--- config.mk ---
export PLATFORM = sky130hd
export DESIGN_NAME = wrr_arbiter_flat
export DESIGN_NICKNAME = d
export VERILOG_FILES = /design/src/rtl/wrr_arbiter_if.sv /design/src/rtl/wrr_arbiter.sv /design/src/flat_wrapper.sv
export SDC_FILE = /design/constraint.sdc
export NUM_CORES = 1
export LEC_CHECK = 0
export CORE_MARGIN = 1
export CORE_UTILIZATION = 50
export CTS_CLUSTER_SIZE = 40
export DETAILED_ROUTE_END_ITERATION = 10
export PLACE_DENSITY = 0.93
export SYNTH_ARGS = -nofsm -noshare
export SYNTH_HDL_FRONTEND = slang
export SYNTH_SLANG_ARGS = --single-unit
--- constraint.sdc ---
create_clock -name clk -period 9.4 [get_ports clk]
set_input_delay 0.94 -clock clk [delete_from_list [all_inputs] [get_ports clk]]
set_output_delay 0.94 -clock clk [all_outputs]
set_load 0.03 [all_outputs]
--- src/rtl/wrr_arbiter_if.sv ---
// Request/grant bundle between requesters and the weighted arbiter.
// The arbiter side uses the slave modport.
interface wrr_arbiter_if #(
  parameter int N  = 4,
  parameter int WW = 3
);
  localparam int IW = $clog2(N);

  logic [N-1:0]    req;
  logic [N*WW-1:0] weight;
  logic            ready;
  logic [N-1:0]    gnt;
  logic            gnt_valid;
  logic [IW-1:0]   gnt_idx;

  modport master (
    output req,
    output weight,
    output ready,
    input  gnt,
    input  gnt_valid,
    input  gnt_idx
  );

  modport slave (
    input  req,
    input  weight,
    input  ready,
    output gnt,
    output gnt_valid,
    output gnt_idx
  );
endinterface

--- src/rtl/wrr_arbiter.sv ---
// Weighted round-robin arbiter: the owner holds the grant for up to
// weight[i] ready-qualified beats, then hands off with no idle bubble.
module wrr_arbiter #(
  parameter int N  = 4,
  parameter int WW = 3
) (
  input logic      clk,
  input logic      rst,
  wrr_arbiter_if.slave bus
);
  localparam int IW = $clog2(N);

  typedef enum logic {IDLE, GRANT} state_t;

  state_t        state, state_nx;
  logic [IW-1:0] owner, owner_nx;
  logic [IW-1:0] ptr, ptr_nx;
  logic [WW-1:0] cnt, cnt_nx;
  logic [N-1:0]  gnt, gnt_nx;
  logic          valid, valid_nx;

  logic [IW-1:0] next_o;
  logic [IW-1:0] base;
  logic [IW-1:0] sel;
  logic [WW-1:0] wsel;
  logic          any_req;
  logic          beat;
  logic          rel;

  // Circular scan from b; lowest offset wins.
  function automatic logic [IW-1:0] pick(
    input logic [N-1:0]  r,
    input logic [IW-1:0] b
  );
    logic [IW-1:0] p;
    int            j;
    p = b;
    for (int k = N - 1; k >= 0; k--) begin
      j = int'(b) + k;
      if (j >= N) j = j - N;
      if (r[j]) p = IW'(j);
    end
    return p;
  endfunction

  always_comb begin
    next_o  = (owner == IW'(N - 1)) ? '0 : owner + 1'b1;
    any_req = |bus.req;
    beat    = (state == GRANT) & gnt[owner]
            & bus.req[owner] & bus.ready;
    rel     = (state == GRANT)
            & (~bus.req[owner]
               | (beat & (cnt == WW'(1))));
    // A releasing owner drops to lowest priority immediately.
    base    = rel ? next_o : ptr;
    sel     = pick(bus.req, base);
    wsel    = bus.weight[int'(sel)*WW +: WW];
  end

  always_comb begin
    state_nx = state;
    owner_nx = owner;
    ptr_nx   = ptr;
    cnt_nx   = cnt;
    gnt_nx   = gnt;
    valid_nx = valid;
    unique case (state)
      IDLE: begin
        if (any_req) begin
          state_nx      = GRANT;
          owner_nx      = sel;
          gnt_nx        = '0;
          gnt_nx[sel]   = 1'b1;
          valid_nx      = 1'b1;
          cnt_nx        = (wsel == '0) ? WW'(1) : wsel;
        end
      end
      GRANT: begin
        if (rel) begin
          ptr_nx = next_o;
          if (any_req) begin
            owner_nx    = sel;
            gnt_nx      = '0;
            gnt_nx[sel] = 1'b1;
            valid_nx    = 1'b1;
            cnt_nx      = (wsel == '0) ? WW'(1) : wsel;
          end else begin
            state_nx = IDLE;
            owner_nx = '0;
            gnt_nx   = '0;
            valid_nx = 1'b0;
            cnt_nx   = '0;
          end
        end else if (beat) begin
          cnt_nx = cnt - 1'b1;
        end
      end
    endcase
  end

  always_ff @(posedge clk) begin
    if (rst) begin
      state <= IDLE;
      owner <= '0;
      ptr   <= '0;
      cnt   <= '0;
      gnt   <= '0;
      valid <= 1'b0;
    end else begin
      state <= state_nx;
      owner <= owner_nx;
      ptr   <= ptr_nx;
      cnt   <= cnt_nx;
      gnt   <= gnt_nx;
      valid <= valid_nx;
    end
  end

  assign bus.gnt       = gnt;
  assign bus.gnt_valid = valid;
  assign bus.gnt_idx   = owner;

  a_onehot: assert property (
    @(posedge clk) disable iff (rst) $onehot0(gnt)
  );

  a_idx: assert property (
    @(posedge clk) disable iff (rst)
    valid |-> gnt[owner]
  );
endmodule

--- src/flat_wrapper.sv ---
// flat-port wrapper written by rule: the top's interface ports become plain ports
module wrr_arbiter_flat 
#(
  parameter int N  = 4,
  parameter int WW = 3
)
  (clk, rst, bus_req, bus_weight, bus_ready, bus_gnt, bus_gnt_valid, bus_gnt_idx);
  wrr_arbiter_if #(.N(N), .WW(WW)) bus_i ();
  input logic clk;
  input logic rst;
  input wire logic [$bits(bus_i.req)-1:0] bus_req;
  input wire logic [$bits(bus_i.weight)-1:0] bus_weight;
  input wire logic [$bits(bus_i.ready)-1:0] bus_ready;
  output wire logic [$bits(bus_i.gnt)-1:0] bus_gnt;
  output wire logic [$bits(bus_i.gnt_valid)-1:0] bus_gnt_valid;
  output wire logic [$bits(bus_i.gnt_idx)-1:0] bus_gnt_idx;
  assign bus_i.req = bus_req;
  assign bus_i.weight = bus_weight;
  assign bus_i.ready = bus_ready;
  assign bus_gnt = bus_i.gnt;
  assign bus_gnt_valid = bus_i.gnt_valid;
  assign bus_gnt_idx = bus_i.gnt_idx;
  wrr_arbiter #(.N(N), .WW(WW)) u_core (.clk(clk), .rst(rst), .bus(bus_i));
endmodule
==> results.md, run 1 <==
- Worst hold slack: 502 ps
- Hold path depth: 2
- Post-Synth XOR/XNOR Area: 0
- DR vias: approximately 1000
- Tmin final: 3970 ps
- Vias per std cell: 6.26
- Clk buf depth: 2
- Die height: 45.2 um
- Boundary Pins: 26
- Starting Density: 0.535
- Nets: 164
- Port-buffer cells: 25
- Mapped cell area: 935 sq um
- Setup CP Type: input port to register
- RD Place Congestion: 0.940
- CP Data Required Time: 9580 ps
- Int Pwr: 0.116 mW
- Sequential share of power: 0.360
- DRT Pass-1 Iters: 4
- FMAX: about 250 MHz
- Max FO, Critical Path: 7
- Leakage: 0.483 nW
- Initial antenna violation count: 0
- GRT Overall Usage: 0.270
- Logic pwr share: 0.447
- Synth warn: 0
- Core area: 1750 sq um
- Max-cap violations: 0
- Final worst path period share: 0.423
- Share of total power in the clock network: 0.193
- Net count after synthesis: 135
- CP endpoint kind: register
- EDFF count, synth: 0
- Post-DRT Antenna Nets: 0
- Syn avg cell area: around 8.3 sq um
- Post-Synth Adder-Cell Area: 0.0402
- Status: complete, no violations
- Simple-gate share of the synthesized area: 0.265
- DPL Wire Length: 2000 um
- Multi-input combinational cell area: 652 sq um
- Switch share: 0.382
- Critical Path AT: roughly 4200 ps
- Worst reg2reg path depth: 9
- DR iter-0 viols: 58
- CTS Buf Count: 3
- Clock tree sinks: 13
- Ratio of cells with drive above 1 in the final layout: 0.121
- Synth async-reset ratio: 0
- Yosys cell types: 41
- CTS clk-pin slew, worst paths: 90 ps
- Flops & latches, synth: 13
- Die area: 2050 sq um
- # DRC: 0
- Synth Flop Type: dfxtp_1
- Worst-Skew Late Latency: 280 ps
- Routed WL per cell: 15.7 um
- Pin count of the biggest net entering global routing: 14
- CTS tree: yes
- Global route overflow: 0
- Startpoint Class: input port
- Number of global-route vias before repair: 925
- Htree depth: 1
- Fin. Hold Viols: 0
- Cell row count: 15
- Post-CTS setup buffers: 0
- Power Dens Cells: 152 nW/um^2
- Filler Cell Count: 154
- Slew Limit Headroom: 0.568
- Total Power: 0.188 mW
- Die width: 45.2 um
- Register area: 260 sq um
- Cells after synthesis: 113
- Mux cell area share after synthesis: 0.0817
- PostCTS Resize Cnt: 0
- Unrepaired setup endpoints after global routing: no
- Largest family of logic cells by synthesized area: compound AO/OA/AOI/OAI gates
- Syn-to-layout area delta: 32.5%
- Most common cell after layout, fill and taps aside: clkdlybuf4s50_1
- Worst hold path class: register to register
- Final WL: 2610 um
- Final setup viols: 0
- Post-synthesis compound-gate area fraction: 0.311
- First-pass GRT wire length: a little under 4000 um
- Number of diodes: 0
- P_sw: 0.0717 mW
- Worst vdd ir: between 100 and 150 uV
- Clock root buffer: clkbuf_4
- Slew Viols, Final: 0
- CTS Hold Buffers Added: 0
- Commonest cells after routing, fill and taps aside: clkdlybuf4s50_1 (25), nor2_1 (16), dfxtp_1 (13)
- Final clock skew: 8.43 ps
- Sequential-to-total area share from yosys stat: 0.278
- Setup Total Neg Slack: 0 ps
- Worst Max-Slew Pin Slew: 643 ps
-- kinds of logic after synthesis --
| family | Yosys count |
|---|---|
| and+or+nand+nor | 48 |
| AOI/OAI and AO/OA | 38 |
| DFF | 13 |
| buffers and inverters | 6 |
| muxes | 5 |
| adders and majority gates | 3 |
-- metal layers --
layer	track usage	wire length (um)	up-vias
li1	-	-	491
met1	0.330	1100	491
met2	0.461	1260	46
met3	0.0480	185	11
met4	0.115	65	0
met5	0	0	-
-- per-stage QoR --
stage	instance area, sq um	setup WS [ps]	std cells	util
floorplan	935	5960	113	-
global placement	1210	5250	162	0.695
detailed placement	1210	5180	162	0.695
CTS	1240	5470	166	0.710
global route	1240	5310	166	0.710
finish	1240	5430	166	0.710
-- final timing paths --
kind	startpoint	end	slack [ps]
worst max-delay path	bus_req[3]	u_core.cnt[0]	5430
worst min-delay path	u_core.bus.gnt_valid	u_core.bus.gnt_valid	500
worst max register to register	u_core.bus.gnt_idx[0]	u_core.cnt[0]	6130
worst min register to register	u_core.bus.gnt_valid	u_core.bus.gnt_valid	500
-- final cells by class --
class,instances,share of cell area
flip-flops and latches,13,0.210
multi-input cells,94,0.526
repair buffers,25,0.202
clock buffers,4,0.0212
inverters,5,0.0152
well taps,25,0.0253
-- critical path, stage by stage --
cell and delay [ps]:
clkdlybuf4s50_1 550, mux4_2 560, a21boi_4 180, or4_4 430
a32o_1 270, mux2_2 280, a311o_1 380, a31oi_1 200
o211ai_1 130, o221a_1 250
-- cells in the mapped netlist, types with 2 or more instances --
| cell | count | share of area |
|---|---|---|
| a21oi_1 | 4 | 0.021 |
| dfxtp_1 | 13 | 0.28 |
| a22oi_1 | 4 | 0.032 |
| a32oi_1 | 2 | 0.019 |
| ha_1 | 3 | 0.040 |
| a211oi_1 | 2 | 0.016 |
| nand3_1 | 9 | 0.048 |
| and2_2 | 2 | 0.016 |
| nand3_2 | 2 | 0.021 |
| nor2_1 | 16 | 0.064 |
| inv_1 | 5 | 0.020 |
| o211ai_1 | 2 | 0.016 |
| a31oi_1 | 2 | 0.013 |
| mux2i_1 | 2 | 0.021 |
| mux4_2 | 2 | 0.048 |
| o21ai_0 | 9 | 0.048 |
| nand2_1 | 10 | 0.040 |
-- registers in the layout, indices dropped and copies added, names as in the netlist --
name	cells
u_core.bus.gnt_idx	2
u_core.ptr	2
u_core.cnt	3
u_core.bus.gnt	4
u_core.state	1
u_core.bus.gnt_valid	1
-- power groups by stage --
| stage | clock (mW) | sequential (mW) | combinational [mW] |
|---|---|---|---|
| global route | 0.0375 | 0.0685 | 0.0910 |
| floorplan | 0 | 0.0734 | 0.0501 |
| CTS | 0.0354 | 0.0676 | 0.0828 |
| global placement | 0 | 0.0685 | 0.0797 |
| finish | 0.0362 | 0.0676 | 0.0839 |
| detailed placement | 0 | 0.0689 | 0.0823 |
No activity file was read; power rests on OpenSTA's default activity.
==> run 2, diff against run 1 <==
--- a/config.mk
+++ b/config.mk
@@ -6,10 +6,10 @@
 export NUM_CORES = 1
 export LEC_CHECK = 0
 export CORE_MARGIN = 1
-export CORE_UTILIZATION = 50
+export CORE_UTILIZATION = 42
 export CTS_CLUSTER_SIZE = 40
 export DETAILED_ROUTE_END_ITERATION = 10
-export PLACE_DENSITY = 0.93
+export PLACE_DENSITY = 0.84
 export SYNTH_ARGS = -nofsm -noshare
 export SYNTH_HDL_FRONTEND = slang
 export SYNTH_SLANG_ARGS = --single-unit
==> constraint.sdc (replaced) <==
create_clock -name clk -period 3.4 [get_ports clk]
set_input_delay 0.34 -clock clk [delete_from_list [all_inputs] [get_ports clk]]
set_output_delay 0.34 -clock clk [all_outputs]
set_load 0.03 [all_outputs]
==> results.md, run 2 (synthesis gave the netlist of run 1 again) <==
- Crit path max-delay cell type: mux4_2 (unchanged)
- Sequential share of power: 0.345 (was 0.360)
- Slew Viols, Final: 0 (unchanged)
- Power Dens Cells: 412 nW/um^2 (was 152 nW/um^2)
- FMAX: 325 MHz
- Worst hold path class: register to register (unchanged)
- P_sw: 0.206 mW (was 0.0717 mW)
- Unrepaired setup endpoints after global routing: no (unchanged)
- Htree depth: 1 (unchanged)
- Register area: 260 sq um (unchanged)
- Worst vdd ir: 270 uV (was 106 uV)
- Nets: 172 (was 164)
- CP peak stage delay: 490 ps (was 560 ps)
- DRT Pass-1 Iters: 4 (unchanged)
- First-pass GRT wire length: 4410 um (was 3940 um)
- Post-CTS setup buffers: 0 (unchanged)
- Syn-to-layout area delta: 39.4% (was 32.5%)
- Clock root buffer: clkbuf_4 (unchanged)
- Status: complete, no violations (unchanged)
- Pin count of the biggest net entering global routing: 14 (unchanged)
- Max-cap violations: 0 (unchanged)
- Vias per std cell: 5.84 (was 6.26)
- Startpoint Class: input port (unchanged)
- Switch share: 0.385 (was 0.382)
- Starting Density: 0.462 (was 0.535)
- Hold path depth: 2 (unchanged)
- Die height: 49.2 um (was 45.2 um)
- Final clock skew: 12.3 ps (was 8.43 ps)
- Tmin final: a little over 3000 ps
- Worst reg2reg path depth: 10 (was 9)
- Final core occ: 0.644 (was 0.710)
- Global route overflow: 0 (unchanged)
- Clk buf depth: 2 (unchanged)
- Worst Max-Slew Pin Slew: 520 ps (was 643 ps)
- WL met1: 1140 um (was 1100 um)
- Worst path bufs/invs: 1 (unchanged)
- Hold EP: u_core.bus.gnt_valid (unchanged)
- Worst path top cell family by delay: compound AO/OA/AOI/OAI gates (unchanged)
- Share of total power in the clock network: 0.198 (was 0.193)
- Leakage: 0.525 nW (was 0.483 nW)
- Clock tree sinks: 13 (unchanged)
- DPL Wire Length: 2020 um (was 2000 um)
- Final setup viols: 0 (unchanged)
- Int Pwr: 0.330 mW (was 0.116 mW)
- Filler Cell Count: 170 (was 154)
- CTS Hold Buffers Added: 0 (unchanged)
- Crit path depth: 10 (unchanged)
- Boundary Pins: 26 (unchanged)
- Port-buffer cells: 25 (unchanged)
- Post-DRT Antenna Nets: 0 (unchanged)
- Fin. Hold Viols: 0 (unchanged)
- DR vias: 1028 (was 1039)
- Logic pwr share: 0.457 (was 0.447)
- Multi-input combinational cell area: 652 sq um (unchanged)
- Most common cell after layout, fill and taps aside: clkdlybuf4s50_1 (unchanged)
- CP Data Required Time: 3600 ps (was 9580 ps)
- Max FFs per register: 4 (unchanged)
- Cell row count: 16 (was 15)
- Reg-to-Reg End: u_core.cnt[0] (unchanged)
- Core area: 2020 sq um (was 1750 sq um)
- Commonest cells after routing, fill and taps aside: clkdlybuf4s50_1 (25), nor2_1 (16), dfxtp_1 (13) (unchanged)
- CTS Buf Count: 3 (unchanged)
- RD Place Congestion: 0.877 (was 0.940)
- Routed wl met3: 156 um (was 185 um)
- Critical Path AT: 3280 ps (was 4160 ps)
- Die width: 49.2 um (was 45.2 um)
- Number of global-route vias before repair: 1041 (was 925)
- DR iter-0 viols: 52 (was 58)
- Initial antenna violation count: 0 (unchanged)
- Top Layer Used: met4 (unchanged)
- Worst-Skew Late Latency: 300 ps (was 280 ps)
- Max FO, Critical Path: 7 (unchanged)
- PostCTS Resize Cnt: 0 (unchanged)
- Top reg by flops: u_core.bus.gnt (unchanged)
- Slew Limit Headroom: 0.650 (was 0.568)
- CTS tree: yes (unchanged)
- # DRC: 0 (unchanged)
- Setup Total Neg Slack: 0 ps (unchanged)
- Number of diodes: 0 (unchanged)
- R2r startpoint: u_core.bus.gnt_idx[1] (was u_core.bus.gnt_idx[0])
- Biggest regs: u_core.bus.gnt x4, u_core.cnt x3 (unchanged)
- Final WL: 2620 um (was 2610 um)
- Met2 WL: 1300 um (was 1260 um)
- Setup CP Type: input port to register (unchanged)
- GRT Overall Usage: 0.236 (was 0.270)
- CTS clk-pin slew, worst paths: 100 ps (was 90 ps)
- CP endpoint kind: register (unchanged)
- Ratio of cells with drive above 1 in the final layout: 0.174 (was 0.121)
- Routed WL per cell: 14.9 um (was 15.7 um)
- Worst hold start: u_core.bus.gnt_valid (unchanged)
- Die area: 2420 sq um (was 2050 sq um)
- Final worst path period share: 0.906
- Worst reg-to-reg setup slack: 350 ps (was 6130 ps)
- Crit path cell chain: clkdlybuf4s50_1 > mux4_2 > a21boi_4 > or4_4 > a32o_1 > mux2_2 > a311o_1 > a31oi_1 > o211ai_1 > o221a_1 (unchanged)
-- run 2: layout make-up --
cell class,instances,area share
sequential,13,0.200
clock inverter,1,0.00384
timing repair buffer,33,0.238
clock buffer,3,0.0173
tap,27,0.0259
multi-input combinational,94,0.500
inverter,5,0.0144
-- run 2: power by group through the flow --
stage	clock network (mW)	logic, mW	registers [mW]
global placement	0	0.234	0.188
detailed placement	0	0.242	0.189
finish	0.106	0.245	0.185
floorplan	0	0.138	0.203
CTS	0.107	0.243	0.185
global route	0.113	0.270	0.187
-- run 2: metrics by stage --
stage / hold slack, ps / power, mW / setup WS (ps) / instances / cell area, sq um
floorplan: 409 / 0.342 / 204 / 113 / 935
global placement: 478 / 0.421 / 71.7 / 172 / 1270
detailed placement: 486 / 0.430 / 4.73 / 172 / 1270
CTS: 507 / 0.535 / 317 / 176 / 1300
global route: 553 / 0.570 / 166 / 176 / 1300
finish: 499 / 0.537 / 320 / 176 / 1300
-- run 2: metal layers --
metal  vias up  global-route usage
li1        504                   -
met1       484               0.269
met2        35               0.427
met3         5              0.0592
met4         0              0.0686
met5         -                   0
-- run 2: worst max-delay path by stage --
stage,to,from,slack [ps]
floorplan,u_core.cnt[0],u_core.bus.gnt_idx[0],200
global placement,u_core.cnt[0],bus_req[3],70
detailed placement,u_core.cnt[0],bus_req[2],5
CTS,u_core.cnt[0],bus_req[3],320
global route,u_core.cnt[1],u_core.bus.gnt_idx[1],170
finish,u_core.cnt[0],bus_req[3],320
-- run 2: worst register-to-register path, stage by stage (launching register included) --
cell and delay, ps:
dfxtp_1 450, mux4_2 620, a21boi_4 170, buf_4 140, o21ai_0 110, a32o_1 280
mux2_2 270, a311o_1 390, a31oi_1 200, o211ai_1 110, o221a_1 230
==> run 3, diff against run 2 <==
--- a/config.mk
+++ b/config.mk
@@ -13,3 +13,4 @@
 export SYNTH_ARGS = -nofsm -noshare
 export SYNTH_HDL_FRONTEND = slang
 export SYNTH_SLANG_ARGS = --single-unit
+export TNS_END_PERCENT = 50
==> results of run 3 <==
Same layout as run 2: the final DEF is identical, and so are final timing and power.
